[config.mk]
export PLATFORM = sky130hd
export DESIGN_NAME = sif_posted_flat
export DESIGN_NICKNAME = d
export VERILOG_FILES = /design/src/rtl/sif_posted_if.sv /design/src/rtl/sif_posted.sv /design/src/flat_wrapper.sv
export SDC_FILE = /design/constraint.sdc
export NUM_CORES = 1
export LEC_CHECK = 0
export BUFFER_PORTS_ARGS = -buffer_cell sky130_fd_sc_hd__buf_2
export CORE_ASPECT_RATIO = 0.7
export CORE_MARGIN = 2
export CORE_UTILIZATION = 60
export DETAILED_ROUTE_END_ITERATION = 12
export MAX_ROUTING_LAYER = met4
export PLACE_DENSITY = 0.84
export SLEW_MARGIN = 20
export SYNTH_ARGS = -nofsm -noshare
export SYNTH_HDL_FRONTEND = slang
export SYNTH_SLANG_ARGS = --single-unit
[constraint.sdc]
create_clock -name clk -period 11.3 [get_ports clk]
set_input_delay 1.695 -clock clk [delete_from_list [all_inputs] [get_ports clk]]
set_output_delay 1.695 -clock clk [all_outputs]
set_load 0.1 [all_outputs]
[src/rtl/sif_posted_if.sv]
// Host-side xa bus and downstream wa bus of the posted-write register bridge.
interface sif_posted_if #(
    parameter int DATA_W = 8,
    parameter int ADDR_W = 4
);
    logic              xa_wr_s;
    logic              xa_rd_s;
    logic [ADDR_W-1:0] xa_addr;
    logic [DATA_W-1:0] xa_data_wr;
    logic [DATA_W-1:0] xa_data_rd;
    logic              xa_rd_vld;
    logic              xa_full;
    logic              wa_wr_s;
    logic [ADDR_W-1:0] wa_addr;
    logic [DATA_W-1:0] wa_data_wr;
    logic              wa_ack;

    modport slave (
        input  xa_wr_s, xa_rd_s, xa_addr, xa_data_wr, wa_ack,
        output xa_data_rd, xa_rd_vld, xa_full, wa_wr_s, wa_addr, wa_data_wr
    );

    modport master (
        output xa_wr_s, xa_rd_s, xa_addr, xa_data_wr, wa_ack,
        input  xa_data_rd, xa_rd_vld, xa_full, wa_wr_s, wa_addr, wa_data_wr
    );
endinterface

[src/rtl/sif_posted.sv]
// Register bridge: host writes update a shadow file and are posted through a FIFO
// to the wa target, which must acknowledge each write within ACK_TO cycles.
module sif_posted #(
    parameter int DATA_W     = 8,
    parameter int ADDR_W     = 4,
    parameter int FIFO_DEPTH = 4,
    parameter int ACK_TO     = 8
) (
    input  logic         clk,
    input  logic         rst,
    sif_posted_if.slave  bus
);
    localparam int STAT_ADDR = (1 << ADDR_W) - 1;
    localparam int PTR_W     = $clog2(FIFO_DEPTH);
    localparam int CNT_W     = $clog2(FIFO_DEPTH) + 1;
    localparam int TMR_W     = $clog2(ACK_TO) + 1;

    typedef enum logic [1:0] {S_IDLE, S_ISSUE, S_WAIT} state_t;

    state_t            state;
    state_t            state_nxt;
    logic [DATA_W-1:0] shadow [STAT_ADDR];
    logic [ADDR_W-1:0] fifo_addr [FIFO_DEPTH];
    logic [DATA_W-1:0] fifo_data [FIFO_DEPTH];
    logic [PTR_W-1:0]  wr_ptr;
    logic [PTR_W-1:0]  rd_ptr;
    logic [CNT_W-1:0]  count;
    logic [TMR_W-1:0]  timer;
    logic              ovf;
    logic              to_err;
    logic [DATA_W-1:0] rd_data_p1;
    logic              rd_vld_p1;
    logic [ADDR_W-1:0] wa_addr_p1;
    logic [DATA_W-1:0] wa_data_p1;

    logic              is_stat;
    logic              full;
    logic              empty;
    logic              wr_data;
    logic              push;
    logic              ovf_set;
    logic              stat_wr;
    logic              rd_req;
    logic              tmo;
    logic              pop;
    logic [DATA_W-1:0] status;

    // Full/empty come from the registered count, so a same-cycle pop never admits a push.
    always_comb begin
        is_stat = (bus.xa_addr == ADDR_W'(STAT_ADDR));
        full    = (count == CNT_W'(FIFO_DEPTH));
        empty   = (count == '0);
        wr_data = bus.xa_wr_s && !is_stat;
        push    = wr_data && !full;
        ovf_set = wr_data && full;
        stat_wr = bus.xa_wr_s && is_stat;
        rd_req  = bus.xa_rd_s && !bus.xa_wr_s;
        tmo     = (state == S_WAIT) && !bus.wa_ack && (timer == TMR_W'(ACK_TO - 1));
        pop     = (state == S_WAIT) && (bus.wa_ack || tmo);
        status  = DATA_W'({to_err, ovf, full, empty});
    end

    always_ff @(posedge clk or posedge rst) begin
        if (rst) state <= S_IDLE;
        else     state <= state_nxt;
    end

    always_comb begin
        state_nxt = state;
        case (state)
            S_IDLE:  if (!empty) state_nxt = S_ISSUE;
            S_ISSUE: state_nxt = S_WAIT;
            S_WAIT:  if (pop) state_nxt = S_IDLE;
            default: state_nxt = S_IDLE;
        endcase
    end

    always_ff @(posedge clk) begin
        if (push) begin
            fifo_addr[wr_ptr] <= bus.xa_addr;
            fifo_data[wr_ptr] <= bus.xa_data_wr;
        end
    end

    always_ff @(posedge clk or posedge rst) begin
        if (rst) begin
            wr_ptr <= '0;
            rd_ptr <= '0;
            count  <= '0;
            timer  <= '0;
            ovf    <= 1'b0;
            to_err <= 1'b0;
        end else begin
            if (push) wr_ptr <= wr_ptr + PTR_W'(1);
            if (pop)  rd_ptr <= rd_ptr + PTR_W'(1);
            case ({push, pop})
                2'b10:   count <= count + CNT_W'(1);
                2'b01:   count <= count - CNT_W'(1);
                default: count <= count;
            endcase
            if (state == S_ISSUE)             timer <= '0;
            else if (state == S_WAIT && !pop) timer <= timer + TMR_W'(1);
            // A new event in the same cycle as its W1C clear keeps the bit set.
            ovf    <= ovf_set | (ovf & ~(stat_wr & bus.xa_data_wr[2]));
            to_err <= tmo | (to_err & ~(stat_wr & bus.xa_data_wr[3]));
        end
    end

    always_ff @(posedge clk or posedge rst) begin
        if (rst) begin
            for (int i = 0; i < STAT_ADDR; i++) shadow[i] <= '0;
        end else if (push) begin
            shadow[bus.xa_addr] <= bus.xa_data_wr;
        end
    end

    // Stage p1: registered read return and latched downstream head.
    always_ff @(posedge clk or posedge rst) begin
        if (rst) begin
            rd_data_p1 <= '0;
            rd_vld_p1  <= 1'b0;
            wa_addr_p1 <= '0;
            wa_data_p1 <= '0;
        end else begin
            rd_vld_p1 <= rd_req;
            if (rd_req) rd_data_p1 <= is_stat ? status : shadow[bus.xa_addr];
            if (state == S_IDLE && !empty) begin
                wa_addr_p1 <= fifo_addr[rd_ptr];
                wa_data_p1 <= fifo_data[rd_ptr];
            end
        end
    end

    assign bus.xa_data_rd = rd_data_p1;
    assign bus.xa_rd_vld  = rd_vld_p1;
    assign bus.xa_full    = full;
    assign bus.wa_wr_s    = (state == S_ISSUE);
    assign bus.wa_addr    = wa_addr_p1;
    assign bus.wa_data_wr = wa_data_p1;
endmodule
[src/flat_wrapper.sv]
// flat-port wrapper written by rule: the top's interface ports become plain ports
module sif_posted_flat 
#(
    parameter int DATA_W     = 8,
    parameter int ADDR_W     = 4,
    parameter int FIFO_DEPTH = 4,
    parameter int ACK_TO     = 8
)
  (clk, rst, bus_xa_wr_s, bus_xa_rd_s, bus_xa_addr, bus_xa_data_wr, bus_wa_ack, bus_xa_data_rd, bus_xa_rd_vld, bus_xa_full, bus_wa_wr_s, bus_wa_addr, bus_wa_data_wr);
  sif_posted_if #(.DATA_W(DATA_W), .ADDR_W(ADDR_W)) bus_i ();
  input  logic clk;
  input  logic rst;
  input wire logic [$bits(bus_i.xa_wr_s)-1:0] bus_xa_wr_s;
  input wire logic [$bits(bus_i.xa_rd_s)-1:0] bus_xa_rd_s;
  input wire logic [$bits(bus_i.xa_addr)-1:0] bus_xa_addr;
  input wire logic [$bits(bus_i.xa_data_wr)-1:0] bus_xa_data_wr;
  input wire logic [$bits(bus_i.wa_ack)-1:0] bus_wa_ack;
  output wire logic [$bits(bus_i.xa_data_rd)-1:0] bus_xa_data_rd;
  output wire logic [$bits(bus_i.xa_rd_vld)-1:0] bus_xa_rd_vld;
  output wire logic [$bits(bus_i.xa_full)-1:0] bus_xa_full;
  output wire logic [$bits(bus_i.wa_wr_s)-1:0] bus_wa_wr_s;
  output wire logic [$bits(bus_i.wa_addr)-1:0] bus_wa_addr;
  output wire logic [$bits(bus_i.wa_data_wr)-1:0] bus_wa_data_wr;
  assign bus_i.xa_wr_s = bus_xa_wr_s;
  assign bus_i.xa_rd_s = bus_xa_rd_s;
  assign bus_i.xa_addr = bus_xa_addr;
  assign bus_i.xa_data_wr = bus_xa_data_wr;
  assign bus_i.wa_ack = bus_wa_ack;
  assign bus_xa_data_rd = bus_i.xa_data_rd;
  assign bus_xa_rd_vld = bus_i.xa_rd_vld;
  assign bus_xa_full = bus_i.xa_full;
  assign bus_wa_wr_s = bus_i.wa_wr_s;
  assign bus_wa_addr = bus_i.wa_addr;
  assign bus_wa_data_wr = bus_i.wa_data_wr;
  sif_posted #(.DATA_W(DATA_W), .ADDR_W(ADDR_W), .FIFO_DEPTH(FIFO_DEPTH), .ACK_TO(ACK_TO)) u_core (.clk(clk), .rst(rst), .bus(bus_i));
endmodule
==> summary.txt <==
=====================================================================================
Router iterations before antenna repair ................................            8
Arr. time, crit path ...................................................      4.43 ns
Largest net degree at the start of global routing ......................           90
Vias per cell ..........................................................         6.38
Clk buf depth ..........................................................            3
Max-cap check violation count ..........................................            0
Netlist cell types .....................................................           53
Number of DRC violations after detailed routing ........................            0
Share of the yosys chip area belonging to registers ....................        0.599
Crit Path Class ........................................................    in -> reg
Buffers inserted during post-CTS setup optimization ....................            0
Growth of design area from synthesis to finish .........................        10.1%
Number of nets in the layout ...........................................          615
Final period utilization ...............................................        0.356
Final number of max-transition violations ..............................            0
Final total negative setup slack .......................................         0 ns
Number of flops mapped to enable cells by yosys ........................           48
Average detailed-routed wire length per instance .......................      23.6 µm
Fin Clk Skew ...........................................................    0.0148 ns
Number of synthesis warnings ...........................................            0
Number of setup violations in the final report .........................            0
Maximum fanout along the worst path ....................................           39
Register area ..........................................................     5350 µm²
Type of origin of the critical path ....................................    input pin
Aggregate global routing overflow ......................................            0
Footprint of the multi-input gates .....................................     3350 µm²
Initial core utilization ...............................................        0.610
Filler Cells Inserted ..................................................          990
Post-Synthesis Net Count ...............................................          586
CTS Hold Buffers Added .................................................            0
Number of instances on the worst hold path .............................            1
Cell Rows ..............................................................           37
Time the final worst path needs with I/O delays and setup ..............      4.02 ns
Dominant cell type by area after synthesis ............................. sky130_fd_sc_hd__dfrtp_1
Required time at the worst-slack endpoint ..............................     11.71 ns
Outcome ................................................................ finished clean
Final cell area excluding filler cells .................................     9820 µm²
Via count of the first global-routing pass .............................         5379
Dominant cell by count in the synthesized netlist ...................... sky130_fd_sc_hd__dfrtp_1
Smallest hold slack ....................................................     0.498 ns
Post-synthesis average cell area .......................................     15.9 µm²
Aggregate global-route resource usage ..................................        0.258
Kind of end point of the critical path .................................    flip-flop
Wire length of the first global-routing pass ...........................     30300 µm
TritonCTS clock tree ...................................................          yes
DR iter-0 viols ........................................................          488
Clock Latency Late Sink ................................................      0.48 ns
Hold Fails Final Rpt ...................................................            0
Commonest cells post-synth ............................................. sky130_fd_sc_hd__dfrtp_1, sky130_fd_sc_hd__mux2_2, sky130_fd_sc_hd__edfxtp_1, sky130_fd_sc_hd__mux4_2, sky130_fd_sc_hd__mux2i_1
Cell depth of the worst flop-to-flop path ..............................            9
Portion of synthesized cell area occupied by the leading cell type .....        0.438
Chip width .............................................................       150 µm
Initial antenna violation count ........................................            0
Maximum vdd ir drop ....................................................   0.000145 V
Routed via count .......................................................         5091
Total power draw .......................................................      2.59 mW
Count of antenna-violating nets left after detailed routing ............            0
Cell area after technology mapping .....................................     8920 µm²
Area of placed instances ...............................................     9220 µm²
Largest cells by area after synthesis .................................. sky130_fd_sc_hd__dfrtp_1, sky130_fd_sc_hd__mux2_2, sky130_fd_sc_hd__edfxtp_1, sky130_fd_sc_hd__mux4_2, sky130_fd_sc_hd__mux2i_1
Worst slew margin relative to its limit ................................        0.367
Core area ..............................................................    14600 µm²
Ys flop type ........................................................... sky130_fd_sc_hd__dfrtp_1
Static Leak ............................................................      4.17 nW
Sum of net half-perimeters after detailed placement ....................     12200 µm
Post-layout instance count excluding filler cells ......................          798
Layout cells sized above 1 .............................................        0.428
Areal power density over the cells .....................................   264 nW/µm²
Number of buffers inserted during clock tree synthesis .................           19
Count of pins on the block boundary ....................................           40
H-tree lvl count .......................................................            1
Overall routed net length ..............................................     18800 µm
Worst-Margin Slew ......................................................     0.949 ns
FF+latch count, synth ..................................................          204
Setup repair after global routing missed its margin ....................        false
Post-synth ARST share ..................................................        0.765
Post-placement cell count ..............................................          765
Floorplan die area .....................................................    15900 µm²
Highest Clock Rate .....................................................      249 MHz
Type of the tightest min-delay check ...................................   reg -> reg
Global placement routability congestion ................................        0.851
Die outline height .....................................................       106 µm
Clk Tree Root Cell ..................................................... sky130_fd_sc_hd__clkbuf_16
Count of input and output buffers ......................................           39
Clock-pin slew of the registers on the worst-case setup and hold paths .      0.07 ns
Number of instances in the synthesized netlist .........................          562
N_diodes ...............................................................            0
Number of gates resized after CTS ......................................            0
Number of sinks on the clock net .......................................          204
=====================================================================================
## worst max-delay path, stage by stage
cell	delay (ns)
sky130_fd_sc_hd__buf_2	0.69
sky130_fd_sc_hd__nand4_1	0.44
sky130_fd_sc_hd__and3_1	0.42
sky130_fd_sc_hd__inv_1	0.09
sky130_fd_sc_hd__ha_1	0.18
sky130_fd_sc_hd__inv_1	0.06
sky130_fd_sc_hd__fa_1	0.39
sky130_fd_sc_hd__xor2_1	0.16
sky130_fd_sc_hd__nor2_1	0.11
sky130_fd_sc_hd__xor2_1	0.16
## power by group
group          internal [mW]  switching (mW)  total (mW)
Combinational          0.331           0.485       0.816
Sequential              1.00           0.151        1.16
Clock                  0.358           0.261       0.619
## through the flow
step	setup WS [ns]	utilization
finish	7.28	0.671
global route	7.10	0.671
CTS	7.28	0.671
detailed placement	6.80	0.630
global placement	6.94	0.630
floorplan	5.40	-
## worst paths after layout
path,slack (ns),start,endpoint
hold reg to reg,0.50,u_core.bus.wa_data_wr[2]$_DFFE_PP0P_,u_core.bus.wa_data_wr[2]$_DFFE_PP0P_
max in group asynchronous,8.76,rst,u_core.shadow[78]$_DFFE_PP0P_
setup reg to reg,8.93,u_core.count[0]$_DFFE_PP0P_,u_core.count[2]$_DFFE_PP0P_
min in group asynchronous,1.31,rst,u_core.bus.wa_data_wr[3]$_DFFE_PP0P_
setup / recovery,7.28,bus_xa_addr[1],u_core.count[2]$_DFFE_PP0P_
hold / removal,0.50,u_core.bus.wa_data_wr[2]$_DFFE_PP0P_,u_core.bus.wa_data_wr[2]$_DFFE_PP0P_
## sequential cells by signal (all words and copies together), names as in the netlist
register,flops
u_core.count,3
u_core.fifo_data,32
u_core.rd_ptr,2
u_core.shadow,120
u_core.bus.wa_data_wr,8
u_core.to_err,1
u_core.state,2
u_core.ovf,1
u_core.bus.xa_rd_vld,1
u_core.timer,4
u_core.bus.wa_addr,4
u_core.wr_ptr,2
u_core.fifo_addr,16
u_core.bus.xa_data_rd,8
## layout make-up
| type | count | area share |
|---|---|---|
| clock buffers | 27 | 0.0556 |
| repair buffers | 41 | 0.0218 |
| multi-input cells | 309 | 0.341 |
| flip-flops and latches | 204 | 0.544 |
| inverters | 16 | 0.00663 |
| clock inverters | 6 | 0.00535 |
| well taps | 195 | 0.0248 |
## kinds of logic after synthesis
kind of cell | count (synthesis) | share of synthesized area
fa+ha+maj | 7 | 0.0107
mux | 192 | 0.279
simple gates | 68 | 0.0492
buf+inv | 49 | 0.0248
compound gates | 36 | 0.0314
flops | 204 | 0.599
xor+xnor | 6 | 0.00589
## per-layer routing
metal / up-vias / wire length [µm] / GRT usage
li1: 2158 / - / -
met1: 2712 / 8620 / 0.386
met2: 199 / 8570 / 0.375
met3: 22 / 1330 / 0.0528
met4: 0 / 303 / 0.0505
met5: - / 0 / -
## layout by cell type (no fill, tap or decap), types with 4 or more instances in the layout
cell and count:
sky130_fd_sc_hd__a221o_1 4, sky130_fd_sc_hd__and2_1 4, sky130_fd_sc_hd__buf_2 39, sky130_fd_sc_hd__clkbuf_1 4, sky130_fd_sc_hd__clkbuf_16 19, sky130_fd_sc_hd__clkbuf_8 4, sky130_fd_sc_hd__dfrtp_1 156, sky130_fd_sc_hd__edfxtp_1 48
sky130_fd_sc_hd__ha_1 6, sky130_fd_sc_hd__inv_1 14, sky130_fd_sc_hd__mux2_2 139, sky130_fd_sc_hd__mux2i_1 20, sky130_fd_sc_hd__mux4_2 31, sky130_fd_sc_hd__nand2_1 16, sky130_fd_sc_hd__nand2_2 6, sky130_fd_sc_hd__nand2b_1 5
sky130_fd_sc_hd__nor2_1 9, sky130_fd_sc_hd__o211ai_1 5, sky130_fd_sc_hd__o21ai_0 4, sky130_fd_sc_hd__o221ai_1 9
(Power assumes the default switching activity.)
